===== src/rtl/mips_pipe_pkg.sv =====
// Shared MIPS pipeline types: stage state encoding and default widths.
package mips_pipe_pkg;

  localparam int unsigned WIDTH_DEF     = 32;
  localparam int unsigned ERR_CNT_W_DEF = 8;

  typedef enum logic [1:0] {
    ST_EMPTY = 2'd0,
    ST_MAIN  = 2'd1,
    ST_SKID  = 2'd2
  } pipe_state_t;

endpackage


===== src/rtl/operand_word_sel.sv =====
// Combinational N_IN-way word select; an out-of-range code falls back to last_word.
module operand_word_sel #(
  parameter int unsigned WIDTH = 32,
  parameter int unsigned N_IN  = 3,
  parameter int unsigned SEL_W = 2
) (
  input  logic [N_IN*WIDTH-1:0] in_data,
  input  logic [SEL_W-1:0]      sel,
  input  logic [WIDTH-1:0]      last_word,
  output logic [WIDTH-1:0]      word_c,
  output logic                  legal_c
);

  always_comb begin
    legal_c = 1'b0;
    word_c  = last_word;
    for (int i = 0; i < int'(N_IN); i++) begin
      if (sel == SEL_W'(i)) begin
        legal_c = 1'b1;
        word_c  = in_data[i*WIDTH +: WIDTH];
      end
    end
  end

endmodule


===== src/rtl/operand_mux_stage.sv =====
// Registered, flow-controlled operand select stage with illegal-select tracking.
// Define OPERAND_MUX_SKID_EN for the registered-ready build with a one-word skid buffer.
module operand_mux_stage
  import mips_pipe_pkg::*;
#(
  parameter int unsigned WIDTH     = WIDTH_DEF,
  parameter int unsigned N_IN      = 3,
  parameter int unsigned SEL_W     = 2,
  parameter int unsigned ERR_CNT_W = ERR_CNT_W_DEF
) (
  input  logic                  clk,
  input  logic                  rst,
  input  logic [N_IN*WIDTH-1:0] in_data,
  input  logic [SEL_W-1:0]      in_sel,
  input  logic                  in_valid,
  output logic                  in_ready,
  output logic [WIDTH-1:0]      out_data,
  output logic                  out_valid,
  input  logic                  out_ready,
  output logic                  sel_err,
  input  logic                  err_clr,
  output logic [ERR_CNT_W-1:0]  err_cnt
);

  logic [WIDTH-1:0] sel_word;
  logic             sel_legal;
  logic [WIDTH-1:0] last_word;
  logic             accept;
  logic             drain;
  pipe_state_t      state;

  operand_word_sel #(
    .WIDTH (WIDTH),
    .N_IN  (N_IN),
    .SEL_W (SEL_W)
  ) u_word_sel (
    .in_data   (in_data),
    .sel       (in_sel),
    .last_word (last_word),
    .word_c    (sel_word),
    .legal_c   (sel_legal)
  );

  assign accept = in_valid && in_ready;
  assign drain  = out_valid && out_ready;

  // Held word for illegal selects plus sticky flag and saturating counter.
  always_ff @(posedge clk) begin
    if (rst) begin
      last_word <= '0;
      sel_err   <= 1'b0;
      err_cnt   <= '0;
    end else begin
      if (accept && sel_legal) last_word <= sel_word;
      if (err_clr) begin
        sel_err <= 1'b0;
        err_cnt <= '0;
      end else if (accept && !sel_legal) begin
        sel_err <= 1'b1;
        if (err_cnt != {ERR_CNT_W{1'b1}}) err_cnt <= err_cnt + ERR_CNT_W'(1);
      end
    end
  end

`ifdef OPERAND_MUX_SKID_EN
  logic [WIDTH-1:0] skid_data;
  logic             rdy_q;

  assign in_ready = rdy_q && !rst;

  always_ff @(posedge clk) begin
    if (rst) begin
      state     <= ST_EMPTY;
      out_valid <= 1'b0;
      out_data  <= '0;
      skid_data <= '0;
      rdy_q     <= 1'b1;
    end else begin
      case (state)
        ST_EMPTY: begin
          if (accept) begin
            out_data  <= sel_word;
            out_valid <= 1'b1;
            state     <= ST_MAIN;
          end
        end
        ST_MAIN: begin
          if (accept && drain) begin
            out_data <= sel_word;
          end else if (accept) begin
            skid_data <= sel_word;
            rdy_q     <= 1'b0;
            state     <= ST_SKID;
          end else if (drain) begin
            out_valid <= 1'b0;
            state     <= ST_EMPTY;
          end
        end
        ST_SKID: begin
          if (drain) begin
            out_data <= skid_data;
            rdy_q    <= 1'b1;
            state    <= ST_MAIN;
          end
        end
        default: begin
          out_valid <= 1'b0;
          rdy_q     <= 1'b1;
          state     <= ST_EMPTY;
        end
      endcase
    end
  end
`else
  assign in_ready = !rst && (!out_valid || out_ready);

  // Accept in MAIN implies the current word drains the same cycle.
  always_ff @(posedge clk) begin
    if (rst) begin
      state     <= ST_EMPTY;
      out_valid <= 1'b0;
      out_data  <= '0;
    end else begin
      case (state)
        ST_EMPTY: begin
          if (accept) begin
            out_data  <= sel_word;
            out_valid <= 1'b1;
            state     <= ST_MAIN;
          end
        end
        ST_MAIN: begin
          if (accept) begin
            out_data <= sel_word;
          end else if (drain) begin
            out_valid <= 1'b0;
            state     <= ST_EMPTY;
          end
        end
        default: begin
          out_valid <= 1'b0;
          state     <= ST_EMPTY;
        end
      endcase
    end
  end
`endif

endmodule


===== config.mk =====
export PLATFORM = sky130hd
export DESIGN_NAME = operand_mux_stage
export DESIGN_NICKNAME = d
export VERILOG_FILES = /design/src/rtl/mips_pipe_pkg.sv /design/src/rtl/operand_word_sel.sv /design/src/rtl/operand_mux_stage.sv
export SDC_FILE = /design/constraint.sdc
export NUM_CORES = 1
export LEC_CHECK = 0
export ABC_AREA = 1
export CAP_MARGIN = 10
export CELL_PAD_IN_SITES_DETAIL_PLACEMENT = 0
export CELL_PAD_IN_SITES_GLOBAL_PLACEMENT = 1
export CORE_MARGIN = 2
export CORE_UTILIZATION = 31
export DETAILED_ROUTE_END_ITERATION = 10
export PLACE_DENSITY_LB_ADDON = 0.1
export SETUP_SLACK_MARGIN = 0.2
export SLEW_MARGIN = 15
export SYNTH_ARGS = -nofsm -noshare
export SYNTH_HDL_FRONTEND = slang
export SYNTH_SLANG_ARGS = --single-unit

===== constraint.sdc =====
create_clock -name clk -period 2.95 [get_ports clk]
set_input_delay 0.295 -clock clk [delete_from_list [all_inputs] [get_ports clk]]
set_output_delay 0.295 -clock clk [all_outputs]
set_load 0.01 [all_outputs]

==> run_results.csv <==
group,metric,value,unit
clocking,clockBufferDepth,2,
synth,synthCells,485,
grt,overflow,0,
run,maxCapViolCount,0,
placed_design,port_buffers,145,
synth,ys_ff_latch,74,
worst_hold_path,min_path_type,"flop to flop",
clocking,cts_num_sinks,74,
setup_path,cp_slowest_cell,"clkdlybuf4s50_1",
floorplanning,num_io_pins,146,
setup_path,arrival,2130,ps
grt,grt_pass1_vias,3445,
drt,vias,3740,
synth,synth_fa_ha_area_frac,0.00368,
power_and_ir_drop,powerDensity,482,mW/mm^2
timing,setup_slack,1080,ps
setup_path,slowest_delay,540,ps
setup_path,critPathKind,"input port to flop",
grt,grt_start_max_net_pins,66,
setup_path,path_max_fanout,20,
drt,route.antenna.remaining_nets,0,
clocking,postCtsResizedCells,0,
timing,min_period,1870,ps
clocking,postCtsHoldBufs,0,
clocking,clk_pin_slew_worst_paths,80,ps
layout,final_cell_mix,"clkdlybuf4s50_1 (145), o21ai_1 (98), nand2_1 (95), dfxtp_1 (74), nand3_1 (71)",
synth,syn-cell-area,0.00340,mm^2
timing,maxSlewViolCount,0,
layout,final_net_count,723,
synth,seq_area_frac_synth,0.435,
placed_design,hpwl,7440,um
setup_path,regToRegSetupSlack,1380,ps
grt,antenna_found_initial,0,
setup_path,cp-start-kind,"input port",
layout,design_area,0.00522,mm^2
layout,areaGrowthSynthToFinish,53.5,%
timing,clock.fmax,0.536,GHz
power_and_ir_drop,ir_worst_vdd,0.287,mV
layout,layout_commonest_cell,"clkdlybuf4s50_1",
floorplanning,row_count,38,
clocking,postCtsSetupBuffers,0,
clocking,h-tree-depth,3,
timing,period_share,0.633,
grt,gr-usage-all-layers,0.183,
setup_path,cp.buffers_inverters,3,
run_status,status,"complete, no violations",
synth,synth-compound-area-share,0.251,
synth,yosys.area_share.simple,0.245,
setup_path,crit_path_cell_trace,"clkdlybuf4s50_1 -> inv_2 -> nor2_2 -> buf_4 -> nand2_1 -> nand3_1 -> o21ai_1 -> a21oi_1",
timing,setup_viol,0,
synth,syn_avg_cell_area,7.02,um^2
synth,synth_nets,589,
drt,drt_iter0_drc,179,
synth,synth_xor_area_frac,0.00257,
floorplanning,die-area,0.0118,mm^2
timing,relSlewSlack,0.575,
timing,tightest_slew,638,ps
setup_path,cp_top_family,"buffers and inverters",
clocking,clock_latency,340,ps
clocking,cts-buffers-inserted,9,
synth,synth_cell_types,21,
power_and_ir_drop,power_leakage,1.94,nW
floorplanning,fp.dieW,109,um
synth,synth_mux_area_frac,0,
placed_design,pre_cts_ws,710,ps
drt,via_per_inst,4.90,
drt,routed_wl,10800,um
layout,antennaDiodeCount,0,
setup_path,worstPathRequired,3220,ps
synth,synth_top_family_by_area,"compound AO/OA/AOI/OAI gates",
timing,finClkSkew,12.2,ps
placed_design,placed_area,0.00499,mm^2
timing,whs,478,ps
synth,yosysWarningCount,0,
floorplanning,die_h,109,um
floorplanning,start_util,0.315,
layout,drive_above_1_share,0.0641,
timing,fin_tns_setup,0,ps
timing,hold_viol,0,
drt,routedWlPerCell,14.1,um
timing,rsz0062_at_grt,"false",
drt,firstDrtPassIters,4,
clocking,cts_tree,"built",
floorplanning,core-area,0.0108,mm^2
clocking,root_buffer,"clkbuf_8",
setup_path,end_kind,"flop",
grt,grt_pass1_wl,17000,um
drt,drc,0,
placed_design,gp_congestion,0.755,
path summary, 6_finish.rpt:
kind                                to  depth (start not counted)                       from
max          last_word[2]$_SDFFE_PP0P_                          8                  in_sel[0]
min          out_data[10]$_SDFFE_PP0P_                          2  out_data[10]$_SDFFE_PP0P_
max reg2reg   out_data[4]$_SDFFE_PP0P_                          6     out_valid$_SDFFE_PP0P_
min reg2reg  out_data[10]$_SDFFE_PP0P_                          2  out_data[10]$_SDFFE_PP0P_
final cells by class:
| class | count | area (um^2) |
|---|---|---|
| Inverter | 13 | 48.8 |
| Clock inverter | 5 | 103 |
| Timing Repair Buffer | 159 | 1570 |
| Multi-Input combinational cell | 362 | 1710 |
| Clock buffer | 11 | 131 |
| Fill cell | 1093 | 5570 |
| Tap cell | 140 | 175 |
| Sequential cell | 74 | 1480 |
power by group:
| part | internal, mW | switching (mW) | leakage (nW) |
|---|---|---|---|
| logic | 0.263 | 0.220 | 1.22 |
| clock network | 0.562 | 0.376 | 0.114 |
| registers | 1.06 | 0.0323 | 0.607 |
| total | 1.89 | 0.629 | 1.94 |
synth_stat cells:
cell type  count  share of area
nand4_1        1         0.0018
nand3_2        1         0.0029
buf_2         15          0.022
inv_1          9         0.0099
ha_1           1         0.0037
buf_6          1         0.0033
nor2_2         3         0.0055
nand3b_1       2         0.0044
nand2_2        2         0.0037
clkbuf_1      16          0.018
o21ai_1       98           0.14
nand2_1       95           0.10
nor2_4         1         0.0033
buf_1          4         0.0044
nor2_1        13          0.014
dfxtp_1       74           0.44
nand3_1       71           0.10
inv_2          4         0.0044
xor2_1         1         0.0026
o21ai_0       33          0.049
a21oi_1       40          0.059
flip-flops by register name, summed over array words and instances (netlist names):
name	count
err_cnt	8
last_word	32
out_data	32
out_valid	1
sel_err	1
per-layer routing:
metal / share of wire / vias to the layer above / GRT usage
li1: - / 1937 / -
met1: 0.46 / 1686 / 0.241
met2: 0.46 / 109 / 0.294
met3: 0.068 / 8 / 0.0442
met4: 0.0090 / 0 / 0.0577
met5: 0 / - / 0
cells by family after synthesis:
logic type / Yosys count
adder cells (fa/ha/maj): 1
buffers and inverters: 49
XOR/XNOR: 1
AND/OR/NAND/NOR: 189
flip-flops: 74
AO/OA/AOI/OAI: 171
per-stage QoR:
stage / cells / power, mW / utilization
final: 764 / 2.52 / 0.484
after global placement: 748 / 1.60 / 0.462
after global routing: 764 / 2.63 / 0.484
after CTS: 764 / 2.56 / 0.484
after detailed placement: 748 / 1.61 / 0.462
after floorplan: 485 / 1.33 / -
worst register-to-register path, stage by stage, from the launching register on:
cell	delay, ps
dfxtp_1	380
nand2_2	90
nand3_2	60
buf_4	290
buf_4	450
nand3_1	130
o21ai_1	100
Note: power is estimated with default switching activity, not from simulation.
